`src/rtl/usb_tx_nrzi_stuffer.sv`:
```
// USB transmit back end: bit stuffing, NRZI line encoding and EOP generation.
// Every state change happens on a bit_tick; the D+/D- lines are registered.
module usb_tx_nrzi_stuffer #(
   parameter int STUFF_LIMIT = 6,
   parameter int SE0_BITS    = 2
) (
   input  logic clk,
   input  logic rst,
   input  logic bit_tick,
   input  logic tx_en,
   input  logic serial_in,
   input  logic eop_req,
   output logic stuff_stall,
   output logic dp_out,
   output logic dm_out,
   output logic busy,
   output logic eop_done
);

   localparam int CNT_W = $clog2(STUFF_LIMIT + 1);
   localparam int SE0_W = $clog2(SE0_BITS + 1);
   localparam logic [CNT_W-1:0] ONES_MAX = CNT_W'(STUFF_LIMIT);
   localparam logic [SE0_W-1:0] SE0_LAST = SE0_W'(SE0_BITS);

   typedef enum logic [1:0] {IDLE, DATA, EOP_SE0, EOP_J} state_t;

   state_t             state, state_nxt;
   logic               level, level_nxt;   // 1 = J, 0 = K
   logic [CNT_W-1:0]   ones_cnt, ones_nxt;
   logic [SE0_W-1:0]   se0_cnt, se0_nxt;
   logic               dp_nxt, dm_nxt, done_nxt;
   logic               stuff_pending;

   assign stuff_pending = (state == DATA) && (ones_cnt == ONES_MAX);
   assign stuff_stall   = bit_tick & stuff_pending & ~rst;
   assign busy          = (state != IDLE);

   always_comb begin
      state_nxt = state;
      level_nxt = level;
      ones_nxt  = ones_cnt;
      se0_nxt   = se0_cnt;
      dp_nxt    = dp_out;
      dm_nxt    = dm_out;
      done_nxt  = 1'b0;
      if (bit_tick) begin
         case (state)
            IDLE: begin
               ones_nxt  = '0;
               level_nxt = 1'b1;
               if (tx_en) begin
                  // Starting from J, a 0 toggles to K and a 1 stays on J.
                  level_nxt = serial_in;
                  state_nxt = DATA;
               end
               dp_nxt = level_nxt;
               dm_nxt = ~level_nxt;
            end
            DATA: begin
               if (stuff_pending) begin
                  level_nxt = ~level;
                  ones_nxt  = '0;
               end else if (eop_req) begin
                  state_nxt = EOP_SE0;
                  se0_nxt   = '0;
               end else if (tx_en) begin
                  if (serial_in) begin
                     if (ones_cnt != ONES_MAX) ones_nxt = ones_cnt + CNT_W'(1);
                  end else begin
                     ones_nxt  = '0;
                     level_nxt = ~level;
                  end
               end else begin
                  state_nxt = IDLE;
                  level_nxt = 1'b1;
                  ones_nxt  = '0;
               end
               if (state_nxt == EOP_SE0) begin
                  dp_nxt = 1'b0;
                  dm_nxt = 1'b0;
               end else begin
                  dp_nxt = level_nxt;
                  dm_nxt = ~level_nxt;
               end
            end
            EOP_SE0: begin
               se0_nxt = se0_cnt + SE0_W'(1);
               if (se0_nxt == SE0_LAST) begin
                  state_nxt = EOP_J;
                  level_nxt = 1'b1;
                  dp_nxt    = 1'b1;
                  dm_nxt    = 1'b0;
               end else begin
                  dp_nxt = 1'b0;
                  dm_nxt = 1'b0;
               end
            end
            EOP_J: begin
               state_nxt = IDLE;
               level_nxt = 1'b1;
               se0_nxt   = '0;
               ones_nxt  = '0;
               done_nxt  = 1'b1;
               dp_nxt    = 1'b1;
               dm_nxt    = 1'b0;
            end
            default: begin
               state_nxt = IDLE;
            end
         endcase
      end
   end

   always_ff @(posedge clk) begin
      if (rst) begin
         state    <= IDLE;
         level    <= 1'b1;
         ones_cnt <= '0;
         se0_cnt  <= '0;
         dp_out   <= 1'b1;
         dm_out   <= 1'b0;
         eop_done <= 1'b0;
      end else begin
         state    <= state_nxt;
         level    <= level_nxt;
         ones_cnt <= ones_nxt;
         se0_cnt  <= se0_nxt;
         dp_out   <= dp_nxt;
         dm_out   <= dm_nxt;
         eop_done <= done_nxt;
      end
   end

endmodule
```
`config.mk`:
```
export PLATFORM = sky130hd
export DESIGN_NAME = usb_tx_nrzi_stuffer
export DESIGN_NICKNAME = d
export VERILOG_FILES = /design/src/rtl/usb_tx_nrzi_stuffer.sv
export SDC_FILE = /design/constraint.sdc
export NUM_CORES = 1
export LEC_CHECK = 0
export BUFFER_PORTS_ARGS = -buffer_cell sky130_fd_sc_hd__buf_4
export CAP_MARGIN = 40
export CORE_MARGIN = 1.5
export CORE_UTILIZATION = 48
export DETAILED_ROUTE_END_ITERATION = 12
export PLACE_DENSITY = 0.72
export SYNTH_ARGS = -nofsm -noshare
export SYNTH_HDL_FRONTEND = slang
export SYNTH_SLANG_ARGS = --single-unit
```
`constraint.sdc`:
```
create_clock -name clk -period 1.5 [get_ports clk]
set_input_delay 0.15 -clock clk [delete_from_list [all_inputs] [get_ports clk]]
set_output_delay 0.15 -clock clk [all_outputs]
set_load 0.05 [all_outputs]
```
# == Yosys cells after proc, flatten, opt, wreduce, memory -nomap -nowiden ==
# Index checks and enable logic that the tools add are counted.
# totals
output_inout_bits,5
ff_bits,11
inputBits,6
word_cells,75
# classes
eq_ne,13
bitwise,7
n_addsub,2
n_reduce_logical,12
mux,34
# op_table
operator,count
$mux W2,9
$mux W3,5
$mux W1,14
$eq A2 B2 Y1 const B,4
$ne A2 B2 Y1 const B,4
$pmux W1 S4,2
$pmux W2 S4,1
$reduce_and A4 Y1,2
$ne A3 B3 Y1 const B,2
$pmux W2 S3,1
$pmux W3 S2,1
$reduce_or A2 Y1,3
$ne A5 B4 Y1 const B,1
$not A1 Y1,5
$reduce_bool A2 Y1,2
$add A3 B1 Y3 const B,1
$eq A3 B3 Y1 const B,1
$pmux W1 S3,1
$reduce_and A3 Y1,1
$reduce_bool A3 Y1,1
$add A2 B1 Y2 const B,1
$and A1 B1 Y1,2
$eq A2 B1 Y1 const B,1
$logic_not A2 Y1,1
other kinds (2),2

# == Longest topological paths before layout ==
# logic_depth
ltp_word,10
mapped_depth,6
ltp_nobuf,6

# == Worst setup path after synthesis ==
# No wires, ideal clock.
# synth_path
kind,reg2reg
startpoint,register state[0]
endpoint,register (tool-made name)
stages_incl_launch_ff,7
period_less_slack_ps,1923
path_buffers,0
t_arrival_ps,1853
t_required_ps,1429
slack_ps,-423
setup_ps,71
cell_sequence,dfxtp_1 inv_1 ha_1 inv_1 o221ai_1 or4b_1 a21oi_1
# synth_lines
item,line,rtl
start: declaration,27,"state_t state, state_nxt;"
start signal: assignment,124,state <= state_nxt;

==> qor.json <==
{
  "drt_pass1_iterations": {"value": 4},
  "synth.yosys.seq_area_share": {"value": 29.6, "unit": "%"},
  "globalplace.congestion": {"value": 0.822},
  "instances_no_fill": {"value": 140},
  "worst_ir_drop_vdd": {"value": 491, "unit": "uV"},
  "placementRows": {"value": 14},
  "unrepaired_setup_endpoints_after_global_routing": {"value": "yes"},
  "dpl.cell_count": {"value": 131},
  "multiInputGateArea": {"value": 639, "unit": "um2"},
  "synth_edf_count": {"value": 0},
  "clock_latency": {"value": 0.28, "unit": "ns"},
  "finalSetupViolCount": {"value": 5},
  "via_cell_ratio": {"value": 5.70},
  "tightestPinTransition": {"value": 0.392, "unit": "ns"},
  "mean_post_synth_cell_area": {"value": 8.54, "unit": "um2"},
  "clock_tree_from_tritoncts": {"value": "built"},
  "drv.max_cap_violation_count": {"value": 0},
  "wirelength": {"value": 2110, "unit": "um"},
  "setup_skew_after_layout": {"value": 0.00106, "unit": "ns"},
  "syn_area": {"value": 743, "unit": "um2"},
  "drv_slew": {"value": 0},
  "remaining_number_of_nets_flagged_by_the_antenna_check_after_routing": {"value": 0},
  "tmin_final": {"value": 1.67, "unit": "ns"},
  "final_cell_mix": {"value": "sky130_fd_sc_hd__buf_4, sky130_fd_sc_hd__dfxtp_1, sky130_fd_sc_hd__inv_1, sky130_fd_sc_hd__nor2_1, sky130_fd_sc_hd__mux2i_1"},
  "final_layout_size_suffix_gt1_share": {"value": 57.3, "unit": "%"},
  "design.portCount": {"value": 11},
  "total_leakage_power": {"value": 0.528, "unit": "nW"},
  "groute.usage.overall": {"value": 25.8, "unit": "%"},
  "drc": {"value": 0},
  "die_x": {"value": 42.4, "unit": "um"},
  "insertedDiodeCount": {"value": 0},
  "synth_flop_cell": {"value": "sky130_fd_sc_hd__dfxtp_1"},
  "initial_core_util": {"value": 50.5, "unit": "%"},
  "synth.yosys.warnings": {"value": 0},
  "worst-endpoint-arrival": {"value": 1.87, "unit": "ns"},
  "die-area": {"value": 1790, "unit": "um2"},
  "min-delay-path-class": {"value": "input pin to flip-flop"},
  "number_of_global_route_vias_before_repair": {"value": 779},
  "violations": {"value": "negative setup slack"},
  "post_layout_net_count": {"value": 139},
  "run_status": {"value": "finished with violations"},
  "relSlewSlack": {"value": 73.6, "unit": "%"},
  "clkSinkCount": {"value": 11},
  "final.fill_count": {"value": 85},
  "cp_class": {"value": "flip-flop to flip-flop"},
  "most_common_cell_after_layout_fill_and_taps_aside": {"value": "sky130_fd_sc_hd__buf_4"},
  "die_y": {"value": 42.4, "unit": "um"},
  "clock_tree.root_cell": {"value": "sky130_fd_sc_hd__clkbuf_4"},
  "ys_types": {"value": 33},
  "core": {"value": 1470, "unit": "um2"},
  "worst_setup_path_end_kind": {"value": "flip-flop"},
  "maximum_number_of_pins_on_one_net_before_global_route_repair": {"value": 12},
  "grt_first_pass_wirelength": {"value": 3410, "unit": "um"},
  "dp_hpwl": {"value": 1400, "unit": "um"},
  "hold_viol_final": {"value": 0},
  "synth_fp_nets": {"value": 101},
  "grt_antenna_before_repair": {"value": 0},
  "post-route-worst-setup-slack": {"value": -0.170, "unit": "ns"},
  "synth_seq_cells": {"value": 11},
  "total_area_of_sequential_cells": {"value": 229, "unit": "um2"},
  "via_count": {"value": 798},
  "area_growth_syn_to_layout": {"value": 66.2, "unit": "%"},
  "hold_buffers": {"value": 0},
  "final.setup.tns": {"value": -0.496, "unit": "ns"},
  "start_kind": {"value": "flip-flop"},
  "fin_crit_sh": {"value": 111, "unit": "%"},
  "max_clock_freq": {"value": 0.599, "unit": "GHz"},
  "cp_data_required_time": {"value": 1.70, "unit": "ns"},
  "dr.first_iter.drc_count": {"value": 12},
  "cp_max_fo": {"value": 4},
  "postSynthCellCount": {"value": 87},
  "wl_per_instance": {"value": 15.1, "unit": "um"},
  "cts.clk_slew.worst_paths": {"value": 0.07, "unit": "ns"},
  "portBuffers": {"value": 10},
  "cts_inserted_buffers": {"value": 3},
  "p_per_area": {"value": 641, "unit": "nW/um2"},
  "cts-htree-levels": {"value": 1},
  "synth-async-reset-ratio": {"value": 0, "unit": "%"},
  "clock_tree.buffer_depth": {"value": 2},
  "gr-total-overflow": {"value": 0}
}
-- timing repair --
action                     CTS  global route
setup endpoints to repair   11            12
resized for setup           12            21
buffers inserted             3             2
pin swaps                    4            10
-- Yosys cell counts (2+ instances only) --
| cell | number | area [um2] |
|---|---|---|
| sky130_fd_sc_hd__mux2i_1 | 5 | 50.1 |
| sky130_fd_sc_hd__or3_1 | 2 | 12.5 |
| sky130_fd_sc_hd__o21ai_0 | 5 | 25.0 |
| sky130_fd_sc_hd__nor2_1 | 6 | 22.5 |
| sky130_fd_sc_hd__nand3_1 | 2 | 10.0 |
| sky130_fd_sc_hd__a31oi_1 | 2 | 12.5 |
| sky130_fd_sc_hd__dfxtp_1 | 11 | 220 |
| sky130_fd_sc_hd__ha_1 | 8 | 100 |
| sky130_fd_sc_hd__a21oi_1 | 5 | 25.0 |
| sky130_fd_sc_hd__nor3_1 | 3 | 15.0 |
| sky130_fd_sc_hd__nand2_1 | 3 | 11.3 |
| sky130_fd_sc_hd__o31ai_1 | 2 | 15.0 |
| sky130_fd_sc_hd__and3_1 | 3 | 18.8 |
| sky130_fd_sc_hd__inv_1 | 11 | 41.3 |
-- kinds of logic (layout without fill, tap and decap cells) --
logic type	Yosys count	in the layout	synth area share, %
fa+ha+maj	8	8	13.5
buf+inv	12	49	6.06
compound gates	24	24	23.2
simple gates	26	26	19.4
flops	11	11	29.6
mux	6	6	8.25
-- per-stage QoR --
stage	setup slack, ns	area, um2	power, mW	utilization (%)	hold WS, ns
floorplan	-0.0634	800	0.432	-	0.296
CTS	-0.0866	1140	0.757	77.2	0.127
finish	-0.170	1230	0.791	83.9	0.147
detailed placement	-0.0876	1030	0.520	70.2	0.419
global route	-0.199	1230	0.821	83.9	0.173
global placement	-0.0770	1030	0.515	70.2	0.415
-- flip-flops by register name, summed over array words and instances (netlist names), named ones only --
name	cells
ones_cnt	3
dp_out	1
eop_done	1
se0_cnt	2
state	1
dm_out	1
level	1
-- critical path, cell delays in order, from the launching register on --
cell,delay [ns]
sky130_fd_sc_hd__dfxtp_4,0.37
sky130_fd_sc_hd__inv_4,0.05
sky130_fd_sc_hd__buf_6,0.11
sky130_fd_sc_hd__ha_4,0.16
sky130_fd_sc_hd__clkinvlp_4,0.08
sky130_fd_sc_hd__o221ai_4,0.11
sky130_fd_sc_hd__or4b_4,0.52
sky130_fd_sc_hd__a21oi_2,0.18
-- final cells by class --
class	instances	area share, %
multi-input cells	64	51.8
inverters	11	4.05
well taps	16	1.62
clock buffers	4	2.13
repair buffers	34	21.9
flip-flops and latches	11	18.5
-- where the power goes --
group          total, mW  switching [mW]  internal [mW]
combinational      0.269           0.133          0.136
sequential         0.308         0.00837          0.300
clock              0.214           0.111          0.103
-- metal layers --
metal / part of all wire (%) / wire length (um) / vias to the layer above / track usage [%]
met5: 0 / 0 / - / 0
met4: 2.7 / 56 / 0 / 16.9
met1: 43 / 901 / 381 / 29.9
li1: - / - / 393 / -
met3: 2.3 / 48 / 7 / 3.02
met2: 52 / 1110 / 17 / 44.3
-- worst paths after layout --
kind | to | slack [ns] | startpoint | cells after the start
worst max register to register | flip-flop | -0.17 | state[0]$_SDFFE_PP0P_ | 7
worst max-delay path | flip-flop | -0.17 | state[0]$_SDFFE_PP0P_ | 7
worst min register to register | se0_cnt[1]$_SDFFE_PP0P_ | 0.50 | se0_cnt[1]$_SDFFE_PP0P_ | 2
worst min-delay path | ones_cnt[0]$_SDFFE_PP0P_ | 0.15 | rst | 2
No activity file was read; power rests on OpenSTA's default activity.
